===== config.mk =====
export PLATFORM = sky130hd
export DESIGN_NAME = file_writer
export DESIGN_NICKNAME = d
export VERILOG_FILES = /design/src/rtl/file_writer_pkg.sv /design/src/rtl/file_writer_image_ram.sv /design/src/rtl/file_writer.sv
export SDC_FILE = /design/constraint.sdc
export NUM_CORES = 1
export LEC_CHECK = 0
export ABC_AREA = 1
export CAP_MARGIN = 25
export CORE_ASPECT_RATIO = 0.5
export CORE_UTILIZATION = 25
export DETAILED_ROUTE_END_ITERATION = 10
export GPL_TIMING_DRIVEN = 1
export PLACE_DENSITY_LB_ADDON = 0.2
export SLEW_MARGIN = 25
export SYNTH_ARGS = -nofsm -noshare
export SYNTH_HDL_FRONTEND = slang
export SYNTH_SLANG_ARGS = --single-unit

===== constraint.sdc =====
create_clock -name clock -period 2.73 [get_ports clock]
set_input_delay 0.546 -clock clock [delete_from_list [all_inputs] [get_ports clock]]
set_output_delay 0.546 -clock clock [all_outputs]
set_load 0.02 [all_outputs]

===== src/rtl/file_writer_pkg.sv =====
// Shared image geometry and capture FSM encoding for the file streamer/writer pair.
package file_writer_pkg;

    localparam int DEFAULT_DATA_WIDTH = 8;
    localparam int DEFAULT_DEPTH      = 128;

    typedef enum logic [1:0] {
        ST_IDLE    = 2'd0,
        ST_CAPTURE = 2'd1,
        ST_DONE    = 2'd2
    } fw_state_e;

endpackage


===== src/rtl/file_writer_image_ram.sv =====
// Simple dual-port image memory: one synchronous write port, one registered read port.
module image_ram
    import file_writer_pkg::*;
#(
    parameter int DATA_WIDTH = DEFAULT_DATA_WIDTH,
    parameter int DEPTH      = DEFAULT_DEPTH,
    parameter int ADDR_WIDTH = 7
) (
    input  logic                  clock,
    input  logic                  reset,
    input  logic                  wr_en,
    input  logic [ADDR_WIDTH-1:0] wr_addr,
    input  logic [DATA_WIDTH-1:0] wr_data,
    input  logic [ADDR_WIDTH-1:0] rd_addr,
    output logic [DATA_WIDTH-1:0] rd_data
);

    logic [DATA_WIDTH-1:0] mem [DEPTH];
    logic [DATA_WIDTH-1:0] rd_data_d;
    logic [DATA_WIDTH-1:0] rd_data_q;

    // Contents survive reset; a same-address read returns the pre-write word.
    always_ff @(posedge clock) begin
        if (wr_en) begin
            mem[wr_addr] <= wr_data;
        end
    end

    always_comb begin
        rd_data_d = mem[rd_addr];
    end

    always_ff @(posedge clock or posedge reset) begin
        if (reset) begin
            rd_data_q <= '0;
        end else begin
            rd_data_q <= rd_data_d;
        end
    end

    assign rd_data = rd_data_q;

endmodule


===== src/rtl/file_writer.sv =====
// Captures a valid/ready byte stream line by line into an image memory with read-back.
module file_writer
    import file_writer_pkg::*;
#(
    parameter int DATA_WIDTH = DEFAULT_DATA_WIDTH,
    parameter int DEPTH      = DEFAULT_DEPTH,
    parameter int ADDR_WIDTH = 7
) (
    input  logic                  clock,
    input  logic                  reset,
    input  logic                  start,
    input  logic [DATA_WIDTH-1:0] data_in,
    input  logic                  data_valid,
    input  logic                  data_last,
    output logic                  data_ready,
    output logic                  busy,
    output logic                  done,
    output logic                  overflow,
    output logic [ADDR_WIDTH:0]   line_count,
    input  logic [ADDR_WIDTH-1:0] rd_addr,
    output logic [DATA_WIDTH-1:0] rd_data
);

    localparam logic [ADDR_WIDTH:0] LAST_LINE = (ADDR_WIDTH + 1)'(DEPTH - 1);
    localparam logic [ADDR_WIDTH:0] ONE       = (ADDR_WIDTH + 1)'(1);

    fw_state_e           state_d, state_q;
    logic [ADDR_WIDTH:0] line_count_d, line_count_q;
    logic                overflow_d, overflow_q;
    logic                wr_en;

    always_comb begin
        state_d      = state_q;
        line_count_d = line_count_q;
        overflow_d   = overflow_q;
        wr_en        = 1'b0;
        case (state_q)
            ST_IDLE, ST_DONE: begin
                // start takes priority: same-edge data is dropped without flagging
                if (start) begin
                    state_d      = ST_CAPTURE;
                    line_count_d = '0;
                    overflow_d   = 1'b0;
                end else if (data_valid) begin
                    overflow_d = 1'b1;
                end
            end
            ST_CAPTURE: begin
                if (data_valid) begin
                    wr_en        = 1'b1;
                    line_count_d = line_count_q + ONE;
                    if (data_last || (line_count_q == LAST_LINE)) begin
                        state_d = ST_DONE;
                    end
                end
            end
            default: begin
                state_d = ST_IDLE;
            end
        endcase
    end

    always_ff @(posedge clock or posedge reset) begin
        if (reset) begin
            state_q      <= ST_IDLE;
            line_count_q <= '0;
            overflow_q   <= 1'b0;
        end else begin
            state_q      <= state_d;
            line_count_q <= line_count_d;
            overflow_q   <= overflow_d;
        end
    end

    assign data_ready = (state_q == ST_CAPTURE);
    assign busy       = (state_q == ST_CAPTURE);
    assign done       = (state_q == ST_DONE);
    assign overflow   = overflow_q;
    assign line_count = line_count_q;

    image_ram #(
        .DATA_WIDTH(DATA_WIDTH),
        .DEPTH     (DEPTH),
        .ADDR_WIDTH(ADDR_WIDTH)
    ) u_image_ram (
        .clock  (clock),
        .reset  (reset),
        .wr_en  (wr_en),
        .wr_addr(line_count_q[ADDR_WIDTH-1:0]),
        .wr_data(data_in),
        .rd_addr(rd_addr),
        .rd_data(rd_data)
    );

endmodule


==> impl_metrics.json <==
{
  "status": "finished, final reports clean",
  "gp_congestion": 0.826,
  "powerDensity_nw_per_um2": 697,
  "areaGrowthSynthToFinish_pct": 19.9,
  "timing.hold.ws_ps": 192,
  "dpl_worst_slack_ps": -87.0,
  "drtIter0Drc": 2451,
  "min_period_over_period_pct": 92.8,
  "rrSetupSlack_ps": 600,
  "grt_max_degree": 73,
  "reg2reg_depth": 8,
  "fill_cells": 17100,
  "critPathLaunchType": "register",
  "max_freq_ghz": 0.395,
  "endpoint": "busy",
  "use_met2_pct": 24.7,
  "final_core_util_pct": 30.4,
  "ys_seq_area_share_pct": 73.1,
  "fin_cells": 6210,
  "synth_cell_types": 23,
  "vias": 28100,
  "cts_setup_buffers": 0,
  "grt_pass1_wl_um": 195000,
  "grt_pass1_vias": 27900,
  "grt.overflow.total": 0,
  "drcViolationCount": 0,
  "drive_above_1_share_pct": 12.4,
  "numClockSinks": 1043,
  "gr-usage-met1_pct": 20.9,
  "rows": 106,
  "reg2reg_from": "line_count[0]$_DFFE_PP0P_",
  "ctsResizeCount": 0,
  "slew_headroom_pct": 39.0,
  "wl_per_cell_um": 21.5,
  "crit_start": "state_q[0]$_DFFE_PP0P_",
  "ant_nets": 0,
  "syn_nets": 3643,
  "setup_slack_ps": 197,
  "h-tree-depth": 3,
  "cts_buffers": 107,
  "syn_inst": 3622,
  "cts_root_buf": "clkbuf_16",
  "worstPathRequired_ps": 2180,
  "hp-class": "input pin to asynchronous set/reset pin",
  "place_area_um2": 47600,
  "die_y_um": 294,
  "ctsLongestPathBuffers": 3,
  "hpwl_um": 80700,
  "drt_pass1_iterations": 5,
  "numPlacedInstances": 6005,
  "rsz0062_at_grt": "false",
  "coreArea_um2": 168000,
  "tightest_slew_ps": 913,
  "clk_latency_ps": 710,
  "fin_area_um2": 51200,
  "via_per_inst": 4.53,
  "die_area_um2": 173000,
  "start_util_pct": 25.4,
  "antenna_found_initial": 4,
  "hold_buffers": 0,
  "top_usage_layer": "met2",
  "cp_max_fo": 6,
  "leakage_uw": 0.0182,
  "nets": 3867,
  "cts_tree": "built",
  "yosysWarnings": 0,
  "multi_input_area_um2": 9940,
  "crit_type": "register to primary output",
  "path_clk_slew_ps": 60,
  "avgSynthCellArea_um2": 11.8,
  "period_minus_slack_ps": 2530,
  "clock_skew_ps": 24.1,
  "setup_viol": 0,
  "drv_cap": 0,
  "end_kind": "primary output",
  "io_buffers": 39,
  "regArea_um2": 31200,
  "syn_area_um2": 42700,
  "critPathArrivalTime_ps": 1990,
  "grtUsageMet3_pct": 2.80,
  "r2r_end": "u_image_ram.mem[23][3]$_DFFE_PP_",
  "wl_um": 133000,
  "pin_count": 40,
  "die_w_um": 586,
  "ir_drop_v": 0.000485,
  "finalHoldViolations": 0,
  "yosys_register_bits": 1043,
  "grt_use_total_pct": 15.4,
  "drv_slew": 0
}
-- synthesized netlist by cell type --
cell	n	share of area [%]
inv_1	25	0.22
or2_2	1	0.015
a21oi_1	6	0.070
a22oi_1	1	0.018
buf_2	137	1.6
nand2_1	1218	11
edfxtp_1	1024	72
a31oi_1	1	0.015
clkbuf_1	24	0.21
nor2_1	140	1.2
o211ai_1	1	0.018
nor3_1	1	0.012
inv_6	1	0.021
buf_1	18	0.16
buf_6	50	1.3
nand3_1	932	11
buf_4	2	0.035
dfrtp_1	19	1.1
o21ai_0	8	0.094
inv_2	3	0.026
ha_1	1	0.029
nor2_4	1	0.026
nand4_1	8	0.12
-- how the worst min path moves through the flow --
| stage | cells past startpoint | endpoint | startpoint | slack [ps] |
|---|---|---|---|---|
| floorplan | 1 | line_count[0]$_DFFE_PP0P_ | reset | 500 |
| global placement | 2 | overflow$_DFFE_PP0P_ | overflow$_DFFE_PP0P_ | 500 |
| detailed placement | 2 | overflow$_DFFE_PP0P_ | overflow$_DFFE_PP0P_ | 500 |
| CTS | 3 | u_image_ram.rd_data[4]$_DFF_PP0_ | reset | 150 |
| global route | 3 | u_image_ram.rd_data[4]$_DFF_PP0_ | reset | 170 |
| finish | 3 | overflow$_DFFE_PP0P_ | reset | 190 |
-- cells in the final DEF, fill, tap and decap left out, types with 2 or more instances in the layout --
cell type	count
clkinv_1	23
bufinv_16	13
clkbuf_1	17
nand4_1	8
nor2_1	140
clkbuf_16	109
clkinvlp_4	4
diode_2	2
clkbuf_8	8
nand3_1	932
buf_12	61
inv_1	24
inv_2	2
inv_6	5
clkinv_2	21
buf_6	8
nand2_1	1218
buf_4	247
clkinv_4	2
clkdlybuf4s50_1	27
clkinv_8	2
dfrtp_1	19
o21ai_0	8
a21oi_1	6
edfxtp_1	1024
-- critical path, stage by stage, from the launching register on --
cell and delay [ps]:
dfrtp_1 390, inv_1 100, nor2_4 160, clkdlybuf4s50_1 630
-- power by group --
group | switching [uW] | internal [uW]
logic | 1990 | 822
registers | 83.1 | 17700
clock network | 6390 | 8730
-- state kept, by name (all words and copies together), names as in the netlist --
name / count
u_image_ram.rd_data: 8
line_count: 8
state_q: 2
overflow: 1
u_image_ram.mem: 1024
-- layer usage --
layer | wire, um | vias to the layer above
met2 | 61700 | 691
met4 | 4270 | 2
li1 | - | 13200
met5 | 13 | -
met3 | 7080 | 180
met1 | 60200 | 14000
-- final cells by class --
cell class	instances	area share (%)
Clock buffer	133	5.64
Inverter	29	0.264
Sequential cell	1043	61.0
Clock inverter	70	1.38
Timing Repair Buffer	346	6.78
Tap cell	2268	5.54
Antenna cell	2	0.00977
Multi-Input combinational cell	2319	19.4
-- kinds of logic (layout without fill, tap and decap cells) --
group / after synthesis / after routing / share of synthesized area, %
AO/OA/AOI/OAI: 17 / 17 / 0.214
adder cells (fa/ha/maj): 1 / 1 / 0.0293
buffers and inverters: 260 / 578 / 3.60
flip-flops: 1043 / 1043 / 73.1
other: 0 / 2 / 0
AND/OR/NAND/NOR: 2301 / 2301 / 23.0
-- per-stage QoR --
stage	total power, uW	TNS, ps
after detailed placement	21000	-188
final	35700	0
after global placement	21000	-282
after CTS	36100	0
after floorplan	19500	0
after global routing	36900	0
(Power assumes the default switching activity.)
